===== src/rtl/dma_burst_engine.sv =====
// Burst engine moving word blocks between system memory and the
// 512-word scratch SRAM over the shared bus.
module dma_burst_engine #(
    parameter int MAX_BURST = 256
) (
    input  logic        clock,
    input  logic        reset,
    input  logic        start,
    input  logic        direction,
    input  logic [31:0] bus_start_address,
    input  logic [8:0]  memory_start_address,
    input  logic [9:0]  block_size,
    input  logic [7:0]  burst_size,
    output logic        busy,
    output logic        done,
    output logic        error,
    output logic [8:0]  sram_address,
    output logic        sram_write_enable,
    output logic [31:0] sram_write_data,
    input  logic [31:0] sram_read_data,
    output logic        busOut_request,
    input  logic        busIn_grants,
    output logic        busOut_begin_transaction,
    output logic [31:0] busOut_address_data,
    output logic [7:0]  busOut_burst_size,
    output logic [3:0]  busOut_byte_enable,
    output logic        busOut_read_n_write,
    output logic        busOut_data_valid,
    output logic        busOut_end_transaction,
    input  logic [31:0] busIn_address_data,
    input  logic        busIn_data_valid,
    input  logic        busIn_end_transaction,
    input  logic        busIn_busy,
    input  logic        busIn_error
);

    typedef enum logic [2:0] {
        S_IDLE, S_REQUEST, S_BEGIN, S_READ_DATA,
        S_WRITE_DATA, S_WRITE_END, S_GAP, S_DONE
    } state_t;

    localparam logic [9:0] MAX_LEN = 10'(MAX_BURST);

    state_t      state, next;
    logic        dir_q;
    logic [31:0] bus_addr;
    logic [8:0]  sram_addr;
    logic [9:0]  remaining;
    logic [7:0]  burst_q;
    logic [9:0]  len_q;
    logic [9:0]  beats;

    logic [9:0]  len_c;
    logic [9:0]  rem_next;
    logic        rd_beat;
    logic        wr_acc;
    logic        step;
    logic        abort;

    always_comb begin
        len_c = {2'b00, burst_q} + 10'd1;
        if (len_c > MAX_LEN) len_c = MAX_LEN;
        if (len_c > remaining) len_c = remaining;
    end

    // An erroring cycle never commits a beat on either side.
    assign rd_beat = (state == S_READ_DATA) && busIn_data_valid && !busIn_error;
    assign wr_acc  = (state == S_WRITE_DATA) && !busIn_busy && !busIn_error;
    assign step     = rd_beat || wr_acc;
    assign rem_next = remaining - {9'd0, step};
    assign abort    = busIn_error && (state != S_IDLE) && (state != S_DONE);

    always_ff @(posedge clock or negedge reset) begin
        if (!reset) state <= S_IDLE;
        else        state <= next;
    end

    always_comb begin
        next = state;
        unique case (state)
            S_IDLE:
                if (start) next = (block_size == 10'd0) ? S_DONE : S_REQUEST;
            S_REQUEST:
                if (busIn_grants) next = S_BEGIN;
            S_BEGIN:
                next = dir_q ? S_WRITE_DATA : S_READ_DATA;
            S_READ_DATA:
                if (busIn_end_transaction)
                    next = (rem_next == 10'd0) ? S_DONE : S_GAP;
            S_WRITE_DATA:
                if (wr_acc && (beats == len_q - 10'd1)) next = S_WRITE_END;
            S_WRITE_END:
                next = (remaining == 10'd0) ? S_DONE : S_GAP;
            S_GAP:
                next = S_REQUEST;
            S_DONE:
                next = S_IDLE;
            default:
                next = S_IDLE;
        endcase
        if (abort) next = S_DONE;
    end

    always_ff @(posedge clock or negedge reset) begin
        if (!reset) begin
            dir_q     <= 1'b0;
            bus_addr  <= 32'd0;
            sram_addr <= 9'd0;
            remaining <= 10'd0;
            burst_q   <= 8'd0;
            len_q     <= 10'd0;
            beats     <= 10'd0;
            error     <= 1'b0;
        end else begin
            if (state == S_IDLE && start) begin
                dir_q     <= direction;
                bus_addr  <= {bus_start_address[31:2], 2'b00};
                sram_addr <= memory_start_address;
                remaining <= block_size;
                burst_q   <= burst_size;
                error     <= 1'b0;
            end
            if (state == S_BEGIN) begin
                len_q <= len_c;
                beats <= 10'd0;
            end
            if (step) begin
                sram_addr <= sram_addr + 9'd1;
                remaining <= rem_next;
                beats     <= beats + 10'd1;
            end
            if (state == S_GAP) bus_addr <= bus_addr + {20'd0, len_q, 2'b00};
            if (abort) error <= 1'b1;
        end
    end

    always_comb begin
        busy                     = 1'b0;
        done                     = 1'b0;
        sram_address             = 9'd0;
        sram_write_enable        = 1'b0;
        sram_write_data          = 32'd0;
        busOut_request           = 1'b0;
        busOut_begin_transaction = 1'b0;
        busOut_address_data      = 32'd0;
        busOut_burst_size        = 8'd0;
        busOut_byte_enable       = 4'h0;
        busOut_read_n_write      = 1'b0;
        busOut_data_valid        = 1'b0;
        busOut_end_transaction   = 1'b0;
        unique case (state)
            S_REQUEST: begin
                busy           = 1'b1;
                busOut_request = 1'b1;
            end
            S_BEGIN: begin
                busy                     = 1'b1;
                busOut_request           = 1'b1;
                busOut_begin_transaction = 1'b1;
                busOut_address_data      = bus_addr;
                busOut_burst_size        = 8'(len_c - 10'd1);
                busOut_byte_enable       = 4'hF;
                busOut_read_n_write      = ~dir_q;
                if (dir_q) sram_address = sram_addr;
            end
            S_READ_DATA: begin
                busy              = 1'b1;
                busOut_request    = 1'b1;
                sram_address      = sram_addr;
                sram_write_enable = rd_beat;
                if (rd_beat) sram_write_data = busIn_address_data;
            end
            S_WRITE_DATA: begin
                // Re-issuing the current address while stalled keeps the word stable.
                busy                = 1'b1;
                busOut_request      = 1'b1;
                busOut_data_valid   = 1'b1;
                busOut_address_data = sram_read_data;
                sram_address        = wr_acc ? sram_addr + 9'd1 : sram_addr;
            end
            S_WRITE_END: begin
                busy                   = 1'b1;
                busOut_request         = 1'b1;
                busOut_end_transaction = 1'b1;
            end
            S_GAP:  busy = 1'b1;
            S_DONE: done = 1'b1;
            default: ;
        endcase
    end

endmodule


===== config.mk =====
export PLATFORM = sky130hd
export DESIGN_NAME = dma_burst_engine
export DESIGN_NICKNAME = d
export VERILOG_FILES = /design/src/rtl/dma_burst_engine.sv
export SDC_FILE = /design/constraint.sdc
export NUM_CORES = 1
export LEC_CHECK = 0
export BUFFER_PORTS_ARGS = -buffer_cell sky130_fd_sc_hd__buf_2
export CORE_MARGIN = 3
export CORE_UTILIZATION = 56
export CTS_BUF_LIST = sky130_fd_sc_hd__clkbuf_16
export CTS_CLUSTER_DIAMETER = 40
export DETAILED_ROUTE_END_ITERATION = 10
export PLACE_DENSITY = 0.86
export SLEW_MARGIN = 20
export SYNTH_ARGS = -nofsm -noshare
export SYNTH_HDL_FRONTEND = slang
export SYNTH_SLANG_ARGS = --single-unit

===== constraint.sdc =====
create_clock -name clock -period 7.5 [get_ports clock]
set_input_delay 1.125 -clock clock [delete_from_list [all_inputs] [get_ports clock]]
set_output_delay 1.125 -clock clock [all_outputs]
set_load 0.05 [all_outputs]

# Word level (Yosys, flattened, before mapping)
# Cells that the tools add are included.
totals:
  reg_bits: 84
  output_inout_bits: 94
  word_cells: 93
classes:
  addsub: 7
  n_lt_le_gt_ge: 2
  n_eq_ne: 13
  muxes: 38
  bitwise: 1
  reduce_logical: 23
ops:
  columns: ["operator", "n"]
  rows:
  - ["$mux W32", 4]
  - ["$pmux W32 S2", 1]
  - ["$mux W10", 5]
  - ["$mux W9", 5]
  - ["$add A32 B12 Y32", 1]
  - ["$logic_not A10 Y1", 3]
  - ["$pmux W9 S3", 1]
  - ["$pmux W3 S8", 1]
  - ["$mux W3", 7]
  - ["$eq A3 B3 Y1 const B", 4]
  - ["$mux W1", 12]
  - ["$ne A3 B3 Y1 const B", 4]
  - ["$add A10 B1 Y10 const B", 1]
  - ["$eq A10 B10 Y1", 1]
  - ["$gt A10 B10 Y1", 1]
  - ["$sub A10 B1 Y10", 1]
  - ["$sub A10 B1 Y10 const B", 1]
  - ["$add A8 B1 Y9 const B", 1]
  - ["$add A9 B1 Y9 const B", 1]
  - ["$gt A9 B9 Y1 const B", 1]
  - ["$logic_and A1 B1 Y1", 8]
  - ["$mux W8", 1]
  - ["$reduce_bool A2 Y1", 4]
  - ["$sub A8 B1 Y8 const B", 1]
  - ["12 further kinds", 14]

# Depth between registers and ports, before layout
logic_depth:
  depth_word: 10
  ltp_mapped: 15
  ltp_nobuf: 15

# Least setup slack after synthesis
# No wires, ideal clock.
synth_timing:
  kind: "register -> output"
  from: "register burst_q[2]"
  to: "output port busOut_burst_size[4]"
  t_arrival_ns: 4.393
  t_required_ns: 6.375
  slack_ns: 1.982
  path_stages_with_launch: 16
  path_cell_list: "dfrtp_1 clkbuf_1 nand3_1 or3_1 o21ai_1 ha_1 a21oi_1 o21a_1 or2_2 a21oi_2 mux2_2 ha_1 o211ai_1 xnor2_1 nor2_1 a211oi_1"
synth_via:
  elab_chain_cells: 7
synth_lines:
  columns: ["element", "line_no", "text"]
  rows:
  - ["start: declaration", "49", "logic [7:0] burst_q;"]
  - ["start signal: assignment", "120", "burst_q <= burst_size;"]
  - ["$add A8 B1 Y9 (*)", "61", "len_c = {2'b00, burst_q} + 10'd1;"]
  - ["$gt A9 B9 Y1", "62", "if (len_c > MAX_LEN) len_c = MAX_LEN;"]
  - ["$mux W9 (*)", "62", null]
  - ["$gt A10 B10 Y1", "63", "if (len_c > remaining) len_c = remaining;"]
  - ["$mux W10 (*)", "63", null]
  - ["$sub A8 B1 Y8 (*)", "161", "busOut_burst_size = 8'(len_c - 10'd1);"]
  - ["$mux W8 (*)", "151", "unique case (state)"]
  - ["end: declaration", "25", "output logic [7:0] busOut_burst_size,"]
# Mark *: on every way between the ends. The rest lies on a longest branch, timed or not.

# Final worst setup path
layout_timing:
  from: "register burst_q[0]"
  to: "output port busOut_burst_size[4]"
# The elaborated chain is that of the path after synthesis.

==> run_results.csv <==
group,metric,value,unit
outcome,outcome,"finished, final reports clean",
global_route,grt_max_degree,83,
synthesis,ys.flop_type,"dfrtp_1",
clock_network,cts_root_buf,"clkbuf_16",
synthesis,synth_edf_count,0,
clock_network,clk_pin_slew,0.06,ns
synthesis,syn_inst,841,
setup_path,crit_fanout,15,
global_route,antenna_found_initial,0,
global_route,grt_pass1_wl,32300,microns
clock_network,cts_tree,"yes",
setup_path,crit_top_cell,"ha_1",
cells_and_area,drive_gt1_frac,0.254,
setup_path,worstPathBufferInverterCount,1,
run,cap_violations,0,
drt,vias_per_cell,6.14,
setup_path,cpPeakStageDelay,0.74,ns
placement,finalWeightedCongestion,0.926,
setup_path,endpoint_kind,"primary output",
sta,fin_crit,6.19,ns
drt,drt-total-wl,20100,microns
floorplan,dieArea,13300,sq um
drt,wire_per_inst,17.2,microns
synthesis,ys_warn_count,0,
clock_network,cts.path.max_buffers,2,
clock_network,hold_buffers,0,
floorplan,start_util,0.580,
synthesis,netlist_area,6680,sq um
clock_network,htree_levels,3,
sta,timing.final.hold_violations,0,
clock_network,clk_latency,0.34,ns
setup_path,crit_chain,"ha_1 -> nand2_1 -> nor3_1 -> xor2_1 -> ha_1 -> nand3_1 -> nor3b_1 -> o21ai_0 -> a21oi_2 -> mux2_2 -> ha_1 -> o211ai_1 -> xnor2_1 -> nor2_1 -> a211oi_1 -> buf_2",
setup_path,cp_slowest_cell,"a21oi_2",
drt,drt_iter0_markers,630,
synthesis,synthTopCellsByArea,"dfrtp_1 31%, nand2_1 5.7%, ha_1 5.4%",
sta,fin_worst_skew,0.00657,ns
sta,rsz0062_at_grt,"no",
drt,post-route-drc-count,0,
sta,relSlewSlack,0.247,
clock_network,ctsResizeCount,0,
floorplan,ioPinCount,226,
power,p_per_area,416,nW/um^2
synthesis,synth.most_common_cell,"nand2_1",
cells_and_area,area_delta_synth_final,20.3,%
floorplan,fp.dieW,115,microns
clock_network,postCtsSetupRepairBufs,0,
placement,dp.final_hpwl,14700,microns
synthesis,ys_seq_elements,82,
drt,ant_nets,0,
synthesis,synth_fp_nets,1003,
drt,first_pass_iters,5,
global_route,grt-ovfl-total,0,
clock_network,numCtsBuffers,9,
setup_path,crit_type,"flip-flop to primary output",
sta,worstMarginPinSlew,1.13,ns
synthesis,synth_top_area_share,0.307,
cells_and_area,n_antenna_cell,0,
synthesis,synthArstFlopShare,1.00,
sta,fin_tns_setup,0,ns
setup_path,cp_top_family,"compound AO/OA/AOI/OAI gates",
global_route,grt_pass1_vias,6736,
sta,max_clock_freq,162,MHz
drt,num_vias,7196,
floorplan,core,11500,sq um
sta,setup_viol,0,
clock_network,cts.sinks,82,
floorplan,fp-row-count,39,
global_route,grt_usage,0.302,
power,peakVddDrop,0.297,mV
setup_path,worstPathRequired,6.38,ns
synthesis,yosysUniqueCellTypes,73,
sta,layout_setup_ws,1.31,ns
setup_path,start_kind,"flip-flop",
floorplan,die_h,115,microns
synthesis,synth.largest_area_cell,"dfrtp_1",
power,p_leak,3.93,nW
placement,portBuffers,223,
cells_and_area,final_nets,1189,
setup_path,worst_ep_arrival_time,5.06,ns
sta,period_share,0.825,
synthesis,synth_common_cells,"101 x nand2_1, 82 x dfrtp_1, 70 x nor2_1",
placement,dp_slack,1.83,ns
synthesis,syn_area_per_cell,7.94,sq um
synthesis,seq_area_frac_synth,0.307,
worst_hold_path,hp-class,"flip-flop to flip-flop",
sta,drv_slew,0,
## placed cells by master, fill, tap and decap left out, types with 13 or more instances in the layout
cell     netlist  layout
a21oi_1       41      41
a22o_1        26      26
and2_1        41      41
and3_1        18      18
buf_2          7     222
dfrtp_1       82      82
ha_1          29      29
inv_1         31      33
mux2i_1       14      14
nand2_1      101     100
nand3_1       39      39
nor2_1        70      70
nor3_1        18      18
o21ai_0       63      63
xnor2_1       18      18
xor2_1        13      13
## per-stage QoR
stage | instance area, sq um | total power [mW] | instances | util | hold slack [ns]
floorplan | 6680 | 2.46 | 841 | - | 0.455
global placement | 7780 | 2.88 | 1159 | 0.675 | 0.481
detailed placement | 7780 | 2.93 | 1159 | 0.675 | 0.480
CTS | 8020 | 3.32 | 1172 | 0.696 | 0.487
global route | 8030 | 3.59 | 1172 | 0.697 | 0.512
finish | 8030 | 3.34 | 1172 | 0.697 | 0.486
## cells by family (layout without fill, tap and decap cells)
group | Yosys count | count (layout) | share of synthesized area
AOI/OAI and AO/OA | 243 | 243 | 0.251
xor gates and xnor gates | 31 | 31 | 0.0407
adders and majority gates | 30 | 30 | 0.0573
buffers and inverters | 85 | 273 | 0.0527
DFF | 82 | 82 | 0.307
muxes | 19 | 19 | 0.0294
and+or+nand+nor | 351 | 351 | 0.261
## power breakdown
group          total (mW)  internal (mW)  leakage [nW]  switching (mW)
Sequential          0.916          0.621         0.957           0.296
Combinational        2.04          0.683          2.85            1.36
Clock               0.380          0.214         0.125           0.167
## flip-flops by register name (all words and copies together) (netlist names)
register	count
bus_addr	30
beats	10
len_q	10
remaining	10
sram_addr	9
burst_q	8
state	3
dir_q	1
error	1
## final timing paths
check	to	cells past startpoint	startpoint	slack [ns]
max	busOut_burst_size[4]	16	burst_q[0]$_DFFE_PN0P_	1.31
min	bus_addr[20]$_DFFE_PN0P_	1	bus_addr[20]$_DFFE_PN0P_	0.49
max reg2reg	remaining[7]$_DFFE_PN0P_	10	state[1]$_DFFE_PN0P_	3.15
min reg2reg	bus_addr[20]$_DFFE_PN0P_	1	bus_addr[20]$_DFFE_PN0P_	0.49
max in group asynchronous	bus_addr[17]$_DFFE_PN0P_	1	reset	6.14
min in group asynchronous	sram_addr[5]$_DFFE_PN0P_	1	reset	0.82
## area by class of cell
class / count / area, sq um
clock inverters: 4 / 15.0
clock buffers: 9 / 225
inverters: 33 / 124
flip-flops and latches: 82 / 2050
repair buffers: 227 / 1150
well taps: 143 / 179
multi-input cells: 674 / 4280
fillers: 999 / 3490
## worst register-to-register path: stages, from the launching register on
cell      delay [ns]
dfrtp_1         0.62
nor2b_1         0.26
and3_1          0.76
nor2_2          0.37
inv_2           0.54
ha_1            0.29
nor3b_1         0.50
nand2_1         0.23
o41ai_1         0.29
a21oi_1         0.11
a311oi_1        0.29
## layer usage
metal | wire (microns) | up-vias | track usage
met5 | 0 | - | 0
met3 | 1560 | 53 | 0.0611
li1 | - | 3462 | -
met1 | 8230 | 3370 | 0.395
met2 | 9840 | 311 | 0.500
met4 | 482 | 0 | 0.103
Power figures use the tool's default switching activity.
